===== src/rtl/div_sequencer_if.sv =====
// Program-ROM / result bus between the division sequencer and its surroundings.
// master: sequencer side (drives selector and results, samples start/func/value).
// slave:  calculator side (drives start and ROM word, samples selector and results).
interface div_sequencer_if #(
   parameter int WIDTH = 4
);
   logic             start;
   logic [3:0]       selector;
   logic [2:0]       func;
   logic [3:0]       value;
   logic [WIDTH-1:0] quotient;
   logic [WIDTH-1:0] remainder;
   logic             disp_valid;
   logic             busy;
   logic             done;
   logic             err;

   modport master (
      input  start, func, value,
      output selector, quotient, remainder, disp_valid, busy, done, err
   );

   modport slave (
      output start, func, value,
      input  selector, quotient, remainder, disp_valid, busy, done, err
   );
endinterface


===== src/rtl/div_sequencer.sv =====
// Purpose: program-ROM sequencer for the calculator divider (CLR/LD1/LD2/LD3/DIV/RES/DIS/NOP).
// Latency: FETCH_WAIT+2 cycles per instruction; DIV adds floor(R1/R2)+1 DIVIDE cycles.
// Backpressure: none; start is sampled only in IDLE/HALT and ignored while busy.
// Ports: clk, rst_n (async active-low); bus (master): start, selector, func, value,
//        quotient, remainder, disp_valid, busy, done (HALT-entry pulse), err (sticky).
// Option: define DIV_ZERO_TRAP_EN to halt on divide-by-zero instead of saturating R3.
module div_sequencer #(
   parameter int WIDTH      = 4,
   parameter int PROG_LEN   = 7,
   parameter int FETCH_WAIT = 1
) (
   input  logic           clk,
   input  logic           rst_n,
   div_sequencer_if.master bus
);
   localparam int WW = (FETCH_WAIT < 1) ? 1 : $clog2(FETCH_WAIT + 1);

   localparam logic [2:0] OP_CLR = 3'd0;
   localparam logic [2:0] OP_LD1 = 3'd1;
   localparam logic [2:0] OP_LD2 = 3'd2;
   localparam logic [2:0] OP_LD3 = 3'd3;
   localparam logic [2:0] OP_DIV = 3'd4;
   localparam logic [2:0] OP_RES = 3'd5;
   localparam logic [2:0] OP_DIS = 3'd6;

   typedef enum logic [2:0] {S_IDLE, S_FETCH, S_EXEC, S_DIVIDE, S_HALT} state_t;

   state_t           state, state_nxt;
   logic [WW-1:0]    wcnt, wcnt_nxt;
   logic [3:0]       sel, sel_nxt;
   logic [2:0]       ir_func, ir_func_nxt;
   logic [3:0]       ir_val, ir_val_nxt;
   logic [WIDTH-1:0] r1, r1_nxt, r2, r2_nxt, r3, r3_nxt;
   logic [WIDTH-1:0] res_q, res_q_nxt, res_r, res_r_nxt;
   logic [WIDTH-1:0] quo, quo_nxt, rem, rem_nxt;
   logic             dvld, dvld_nxt, done_q, done_nxt, err_q, err_nxt;
   logic             advance;
   logic [4:0]       sel_inc;
   logic [WIDTH-1:0] imm;

   assign sel_inc = {1'b0, sel} + 5'd1;
   assign imm     = WIDTH'(ir_val);

   always_ff @(posedge clk or negedge rst_n) begin
      if (!rst_n) begin
         state   <= S_IDLE;
         wcnt    <= '0;
         sel     <= '0;
         ir_func <= '0;
         ir_val  <= '0;
         r1      <= '0;
         r2      <= '0;
         r3      <= '0;
         res_q   <= '0;
         res_r   <= '0;
         quo     <= '0;
         rem     <= '0;
         dvld    <= 1'b0;
         done_q  <= 1'b0;
         err_q   <= 1'b0;
      end else begin
         state   <= state_nxt;
         wcnt    <= wcnt_nxt;
         sel     <= sel_nxt;
         ir_func <= ir_func_nxt;
         ir_val  <= ir_val_nxt;
         r1      <= r1_nxt;
         r2      <= r2_nxt;
         r3      <= r3_nxt;
         res_q   <= res_q_nxt;
         res_r   <= res_r_nxt;
         quo     <= quo_nxt;
         rem     <= rem_nxt;
         dvld    <= dvld_nxt;
         done_q  <= done_nxt;
         err_q   <= err_nxt;
      end
   end

   always_comb begin
      state_nxt   = state;
      wcnt_nxt    = wcnt;
      sel_nxt     = sel;
      ir_func_nxt = ir_func;
      ir_val_nxt  = ir_val;
      r1_nxt      = r1;
      r2_nxt      = r2;
      r3_nxt      = r3;
      res_q_nxt   = res_q;
      res_r_nxt   = res_r;
      quo_nxt     = quo;
      rem_nxt     = rem;
      dvld_nxt    = dvld;
      done_nxt    = 1'b0;
      err_nxt     = err_q;
      advance     = 1'b0;

      case (state)
         S_IDLE, S_HALT: begin
            if (bus.start) begin
               state_nxt = S_FETCH;
               sel_nxt   = '0;
               wcnt_nxt  = '0;
               err_nxt   = 1'b0;
            end
         end
         S_FETCH: begin
            // ROM output is only trusted once FETCH_WAIT cycles have elapsed
            if (wcnt == WW'(FETCH_WAIT)) begin
               ir_func_nxt = bus.func;
               ir_val_nxt  = bus.value;
               state_nxt   = S_EXEC;
            end else begin
               wcnt_nxt = wcnt + 1'b1;
            end
         end
         S_EXEC: begin
            case (ir_func)
               OP_CLR: begin
                  r1_nxt    = '0;
                  r2_nxt    = '0;
                  r3_nxt    = '0;
                  res_q_nxt = '0;
                  res_r_nxt = '0;
                  dvld_nxt  = 1'b0;
                  advance   = 1'b1;
               end
               OP_LD1: begin r1_nxt = imm; advance = 1'b1; end
               OP_LD2: begin r2_nxt = imm; advance = 1'b1; end
               OP_LD3: begin r3_nxt = imm; advance = 1'b1; end
               OP_DIV: begin
                  if (r2 == '0) begin
                     err_nxt = 1'b1;
`ifdef DIV_ZERO_TRAP_EN
                     state_nxt = S_HALT;
                     done_nxt  = 1'b1;
`else
                     // saturate the quotient and let the program carry on
                     r3_nxt  = '1;
                     advance = 1'b1;
`endif
                  end else begin
                     state_nxt = S_DIVIDE;
                  end
               end
               OP_RES: begin
                  res_q_nxt = r3;
                  res_r_nxt = r1;
                  advance   = 1'b1;
               end
               OP_DIS: begin
                  quo_nxt   = res_q;
                  rem_nxt   = res_r;
                  dvld_nxt  = 1'b1;
                  state_nxt = S_HALT;
                  done_nxt  = 1'b1;
               end
               default: advance = 1'b1;
            endcase
         end
         S_DIVIDE: begin
            if (r1 >= r2) begin
               r1_nxt = r1 - r2;
               r3_nxt = r3 + 1'b1;
            end else begin
               advance = 1'b1;
            end
         end
         default: state_nxt = S_IDLE;
      endcase

      // Falling off the end of the program without DIS is an overrun;
      // selector is left on the last word so the offending address is visible.
      if (advance) begin
         if (sel_inc == 5'(PROG_LEN)) begin
            err_nxt   = 1'b1;
            state_nxt = S_HALT;
            done_nxt  = 1'b1;
         end else begin
            sel_nxt   = sel_inc[3:0];
            wcnt_nxt  = '0;
            state_nxt = S_FETCH;
         end
      end
   end

   assign bus.selector   = sel;
   assign bus.quotient   = quo;
   assign bus.remainder  = rem;
   assign bus.disp_valid = dvld;
   assign bus.done       = done_q;
   assign bus.err        = err_q;
   assign bus.busy       = (state == S_FETCH) || (state == S_EXEC) || (state == S_DIVIDE);
endmodule

===== src/flat_wrapper.sv =====
// flat-port wrapper written by rule: the top's interface ports become plain ports
module div_sequencer_flat 
#(
   parameter int WIDTH      = 4,
   parameter int PROG_LEN   = 7,
   parameter int FETCH_WAIT = 1
)
  (clk, rst_n, bus_start, bus_func, bus_value, bus_selector, bus_quotient, bus_remainder, bus_disp_valid, bus_busy, bus_done, bus_err);
  div_sequencer_if #(.WIDTH(WIDTH)) bus_i ();
  input  logic clk;
  input  logic rst_n;
  input wire logic [$bits(bus_i.start)-1:0] bus_start;
  input wire logic [$bits(bus_i.func)-1:0] bus_func;
  input wire logic [$bits(bus_i.value)-1:0] bus_value;
  output wire logic [$bits(bus_i.selector)-1:0] bus_selector;
  output wire logic [$bits(bus_i.quotient)-1:0] bus_quotient;
  output wire logic [$bits(bus_i.remainder)-1:0] bus_remainder;
  output wire logic [$bits(bus_i.disp_valid)-1:0] bus_disp_valid;
  output wire logic [$bits(bus_i.busy)-1:0] bus_busy;
  output wire logic [$bits(bus_i.done)-1:0] bus_done;
  output wire logic [$bits(bus_i.err)-1:0] bus_err;
  assign bus_i.start = bus_start;
  assign bus_i.func = bus_func;
  assign bus_i.value = bus_value;
  assign bus_selector = bus_i.selector;
  assign bus_quotient = bus_i.quotient;
  assign bus_remainder = bus_i.remainder;
  assign bus_disp_valid = bus_i.disp_valid;
  assign bus_busy = bus_i.busy;
  assign bus_done = bus_i.done;
  assign bus_err = bus_i.err;
  div_sequencer #(.WIDTH(WIDTH), .PROG_LEN(PROG_LEN), .FETCH_WAIT(FETCH_WAIT)) u_core (.clk(clk), .rst_n(rst_n), .bus(bus_i));
endmodule

===== config.mk =====
export PLATFORM = sky130hd
export DESIGN_NAME = div_sequencer_flat
export DESIGN_NICKNAME = d
export VERILOG_FILES = /design/src/rtl/div_sequencer_if.sv /design/src/rtl/div_sequencer.sv /design/src/flat_wrapper.sv
export SDC_FILE = /design/constraint.sdc
export NUM_CORES = 1
export LEC_CHECK = 0
export BUFFER_PORTS_ARGS = -buffer_cell sky130_fd_sc_hd__buf_2
export CAP_MARGIN = 20
export CORE_ASPECT_RATIO = 0.5
export CORE_MARGIN = 2
export CORE_UTILIZATION = 55
export CTS_CLUSTER_SIZE = 28
export DETAILED_ROUTE_END_ITERATION = 16
export PLACE_DENSITY = 0.79
export SLEW_MARGIN = 10
export SYNTH_ARGS = -nofsm -noshare
export SYNTH_HDL_FRONTEND = slang
export SYNTH_SLANG_ARGS = --single-unit

===== constraint.sdc =====
create_clock -name clk -period 4.35 [get_ports clk]
set_input_delay 0.435 -clock clk [delete_from_list [all_inputs] [get_ports clk]]
set_output_delay 0.435 -clock clk [all_outputs]
set_load 0.005 [all_outputs]

* After elaboration in Yosys (flattened, before gate mapping)
Index checks and enable logic that the tools add are counted.
Word-level totals: flip-flop bits (word level) 46, bits in latches 0, bits in writable memories 0, bits in read-only memories 0, input bits 10, output and inout bits 16, logic and storage cells 99, memories 0
Operators by class: add/subtract/negate cells 4, multiply operators 0, div/mod/pow operators 0, magnitude comparators 1, equal/unequal tests 20, shift-type cells 0, multiplexer cells 41, bitwise gates (word level) 0, reduce and logical (&&, ||, !) cells 18
Operator list (number):
- $pmux W4 S2 | 6
- $mux W4 | 7
- $mux W1 | 15
- $mux W3 | 5
- $eq A3 B2 Y1 const B | 4
- $eq A3 B3 Y1 const B | 4
- $pmux W3 S4 | 1
- $pmux W4 S3 | 1
- $pmux W1 S2 | 5
- $reduce_and A2 Y1 | 5
- $ne A4 B3 Y1 const B | 2
- $reduce_bool A2 Y1 | 4
- $eq A3 B1 Y1 const B | 2
- $logic_not A3 Y1 | 2
- $ne A3 B2 Y1 const B | 2
- $pmux W3 S2 | 1
- $add A4 B1 Y5 const B | 1
- $eq A5 B3 Y1 const B | 1
- $reduce_and A5 Y1 | 1
- $add A4 B1 Y4 const B | 1
- $ge A4 B4 Y1 | 1
- $logic_not A4 Y1 | 1
- $ne A2 B1 Y1 const B | 2
- $ne A4 B4 Y1 const B | 1
- 8 further kinds | 9

* Longest topological paths before layout
depth after elaboration 6, gate-level depth with buffers 7, depth with buffers taken out 7

* Least setup slack after synthesis
Ideal clock, no wire load.
kind register to register, from register u_core.r2[0], to register u_core.r1[2], data arrival time 2.043 ns, required time 4.225 ns, path slack 2.182 ns, stages on the path, launching flop included 7, buffers on the path 0, clock period less this slack 2.168 ns, path through dfrtp_1 ha_1 fa_1 a21boi_0 o211ai_1 o211a_1 mux2_2
Between the ends: longest elaborated chain between the ends 3
RTL lines:
- start, declared | line div_sequencer.sv:33 | logic [WIDTH-1:0] r1, r1_nxt, r2, r2_nxt, r3, r3_nxt;
- start signal, assigned | line div_sequencer.sv:68 | r2 <= r2_nxt;
- $sub A4 B4 Y4 / $ge A4 B4 Y1 (equally long branches) | line div_sequencer.sv:163, div_sequencer.sv:162
- $mux W4 / $ne A2 B1 Y1 (equally long branches)
- $pmux W4 S2 / $reduce_and A3 Y1 (equally long branches)
- end signal, assigned | line div_sequencer.sv:67 | r1 <= r1_nxt;
- end, declared | line div_sequencer.sv:33
Several ways; a longest one is shown, not always the timed one. The select of a mux whose other input is x is not followed. A chain may end at the register's enable or synchronous reset.

* Worst setup path after layout
from register u_core.r1[0], to register u_core.r1[2]
Between the ends: longest elaborated chain between the ends 3
RTL lines (line):
- $sub A4 B4 Y4 / $ge A4 B4 Y1 (equally long branches) | div_sequencer.sv:163, div_sequencer.sv:162
- $mux W4 / $ne A2 B1 Y1 (equally long branches)
- $pmux W4 S2 / $reduce_and A3 Y1 (equally long branches)
Several ways; a longest one is shown, not always the timed one. The select of a mux whose other input is x is not followed.

==> flow_summary.toml <==
[run_status]
outcome = "complete, no violations"

[clocking]
post_cts_buffers = 0
cts_max_path_buffers = 2
worstSkewPairLatency_ns = 0.29
cts-htree-levels = 2
cts_buffers = 5
cts_hold_buf = 0
cts_tree = "done"
cts-root-buf = "clkbuf_8"
path_clk_slew_ns = 0.08
clock_sinks = 46
post_cts_resized = 0

[power]
ir_worst_vdd_v = 0.000382
pwr_density_cell_nw_per_um2 = 684
leakagePower_nw = 1.30

[floorplanning]
core_area_um2 = 4340
io_pins = 26
die_x_um = 98.5
initial_core_util = 0.566
die-area_um2 = 5050
die_height_um = 51.3
row_count = 17

[yosys]
muxShareOfSynthArea = 0.0998
synth-simple-area-share = 0.188
synth_top_family_by_area = "simple AND/OR/NAND/NOR gates"
syn_inst = 241
synth_nets = 259
synth_edf_count = 0
syn_avg_cell_area_um2 = 10.2
ys_ff_latch = 46
synth.distinct_cells = 53
yosysSeqAreaShare = 0.469
synth_flop_cell = "dfrtp_1"
async_flop_share = 1.00
netlist_area_um2 = 2460
yosys.area_share.adder = 0.0438
synth-compound-area-share = 0.151
yosys_warnings = 0
synth_xor_area_frac = 0.00713

[global_routing]
antenna_found_initial = 0
overflow = 0
grt_pass1_wl_mm = 8.34
track_usage = 0.213
first_global_vias = 1728
grt_max_degree = 47

[drt]
vias = 1844
wirelength_mm = 4.85
drtIter0Drc = 103
drc_errors = 0
post_drt_wl_per_cell_um = 15.1
dr.pass1.iters = 4
ant_nets = 0
viasPerCell = 5.73

[placed_design]
dpl_cell_area_um2 = 2590
place_congestion = 0.851
port_buffers = 25
dpl.hpwl_mm = 3.55

[sta]
fmax_mhz = 418
hold_viol = 0
finalMaxSlewViolations = 0
grt_setup_unrepaired = "false"
finalCritPeriodShare = 0.550
final-setup-viol-count = 0
finalCriticalPeriod_ns = 2.39
setup_tns_ns = 0
maxSlewHeadroom = 0.589
skew_ns = 0.00523
worst_pin_slew_ns = 0.614

[hold_path]
hp-class = "input pin to asynchronous set/reset pin"

[job]
drv_cap = 0

[layout]
fillCellCount = 388
final_cell_area_um2 = 2700
syn_to_final_growth_pct = 10.1
drive_above_1_share = 0.238
finalNetCount = 282
finish.utilization = 0.623
num_antenna_cells = 0
regArea_um2 = 1150
multi_input_area_um2 = 1200
mostFrequentLayoutCell = "dfrtp_1"
final_cell_mix = "46 x dfrtp_1, 40 x nand2_1, 25 x buf_2, 19 x o21ai_0, 16 x mux2_2"

[setup_path]
cp-start-kind = "flop"
cp.required_ns = 4.53
cp-startpoint = "u_core.r1[0]$_DFFE_PN0P_"
critical_path.endpoint_type = "flop"
rr_worst_depth = 7
critPathMaxFanout = 5
r2r_slack_ns = 1.96
r2r_end = "u_core.r1[2]$_DFFE_PN0P_"
worstPathArrival_ns = 2.58
r2r_start = "u_core.r1[0]$_DFFE_PN0P_"
crit_type = "flop to flop"
-- kinds of logic after synthesis --
| kind of cell | after synthesis |
|---|---|
| and+or+nand+nor | 86 |
| AOI/OAI and AO/OA | 56 |
| DFF | 46 |
| muxes | 22 |
| buffers and inverters | 21 |
| adders and majority gates | 8 |
| xor gates and xnor gates | 2 |
-- final cells by class --
cell class              instances  share of cell area
multi-input cells             174               0.445
inverters                      11              0.0153
repair buffers                 26              0.0537
clock buffers                   7              0.0319
well taps                      57              0.0264
clock inverters                 1             0.00185
flip-flops and latches         46               0.426
-- sequential cells by signal, summed over array words and instances, names as in the netlist --
name / flops
u_core.bus.disp_valid: 1
u_core.bus.done: 1
u_core.bus.err: 1
u_core.bus.quotient: 4
u_core.bus.remainder: 4
u_core.bus.selector: 4
u_core.imm: 4
u_core.ir_func: 3
u_core.r1: 4
u_core.r2: 4
u_core.r3: 4
u_core.res_q: 4
u_core.res_r: 4
u_core.state: 3
u_core.wcnt: 1
-- how the worst max path moves through the flow --
stage,to,cells after the start
2_1_floorplan,u_core.r1[2]$_DFFE_PN0P_,6
3_3_place_gp,u_core.r1[3]$_DFFE_PN0P_,6
3_5_place_dp,u_core.r1[2]$_DFFE_PN0P_,7
4_1_cts,u_core.r1[2]$_DFFE_PN0P_,7
5_1_grt,u_core.r1[3]$_DFFE_PN0P_,7
6_report,u_core.r1[2]$_DFFE_PN0P_,7
-- stage by stage --
step                cells  setup WS, ns  power, mW  hold WS [ns]
floorplan             241          2.18       1.39         0.139
global placement      313          2.08       1.54         0.458
detailed placement    313          1.99       1.59         0.468
CTS                   321          1.96       1.86         0.344
global route          322          1.82       2.01        0.0853
finish                322          1.96       1.85        0.0689
-- synthesized netlist by cell type (all sizes together) (2+ instances only) --
| library cell | count | area (um^2) |
|---|---|---|
| nand4 | 2 | 12.5 |
| and2 | 3 | 18.8 |
| nand3 | 9 | 45.0 |
| ha | 7 | 87.6 |
| o21ai | 19 | 95.1 |
| buf | 9 | 56.3 |
| a21boi | 2 | 15.0 |
| a21oi | 11 | 55.1 |
| mux2 | 17 | 195 |
| a22o | 4 | 36.3 |
| mux2i | 5 | 50.1 |
| a31oi | 2 | 12.5 |
| xnor2 | 2 | 17.5 |
| nand3b | 3 | 26.3 |
| and3b | 3 | 27.5 |
| nand2 | 40 | 150 |
| nor2b | 2 | 12.5 |
| o211a | 2 | 20.0 |
| nor3b | 5 | 47.5 |
| o211ai | 3 | 22.5 |
| a31o | 2 | 17.5 |
| dfrtp | 46 | 1150 |
| nor2 | 11 | 41.3 |
| inv | 11 | 41.3 |
-- worst max-delay path, stage by stage, from the launching register on --
cell	delay (ns)
dfrtp_1	0.37
inv_1	0.07
ha_1	0.20
fa_1	0.41
a21boi_0	0.17
o211ai_1	0.37
o211a_1	0.33
mux2_2	0.36
-- where the power goes --
part,internal [mW],switching [mW],total [mW]
Combinational,0.390,0.431,0.821
Sequential,0.571,0.197,0.768
Clock,0.128,0.133,0.262
Total,1.09,0.761,1.85
-- per-layer routing --
| layer | track usage | up-vias | routed length [um] |
|---|---|---|---|
| li1 | - | 899 | - |
| met1 | 0.295 | 892 | 2300 |
| met2 | 0.336 | 50 | 2210 |
| met3 | 0.0575 | 3 | 316 |
| met4 | 0.0548 | 0 | 23 |
| met5 | 0 | - | 0 |
(Power assumes the default switching activity.)
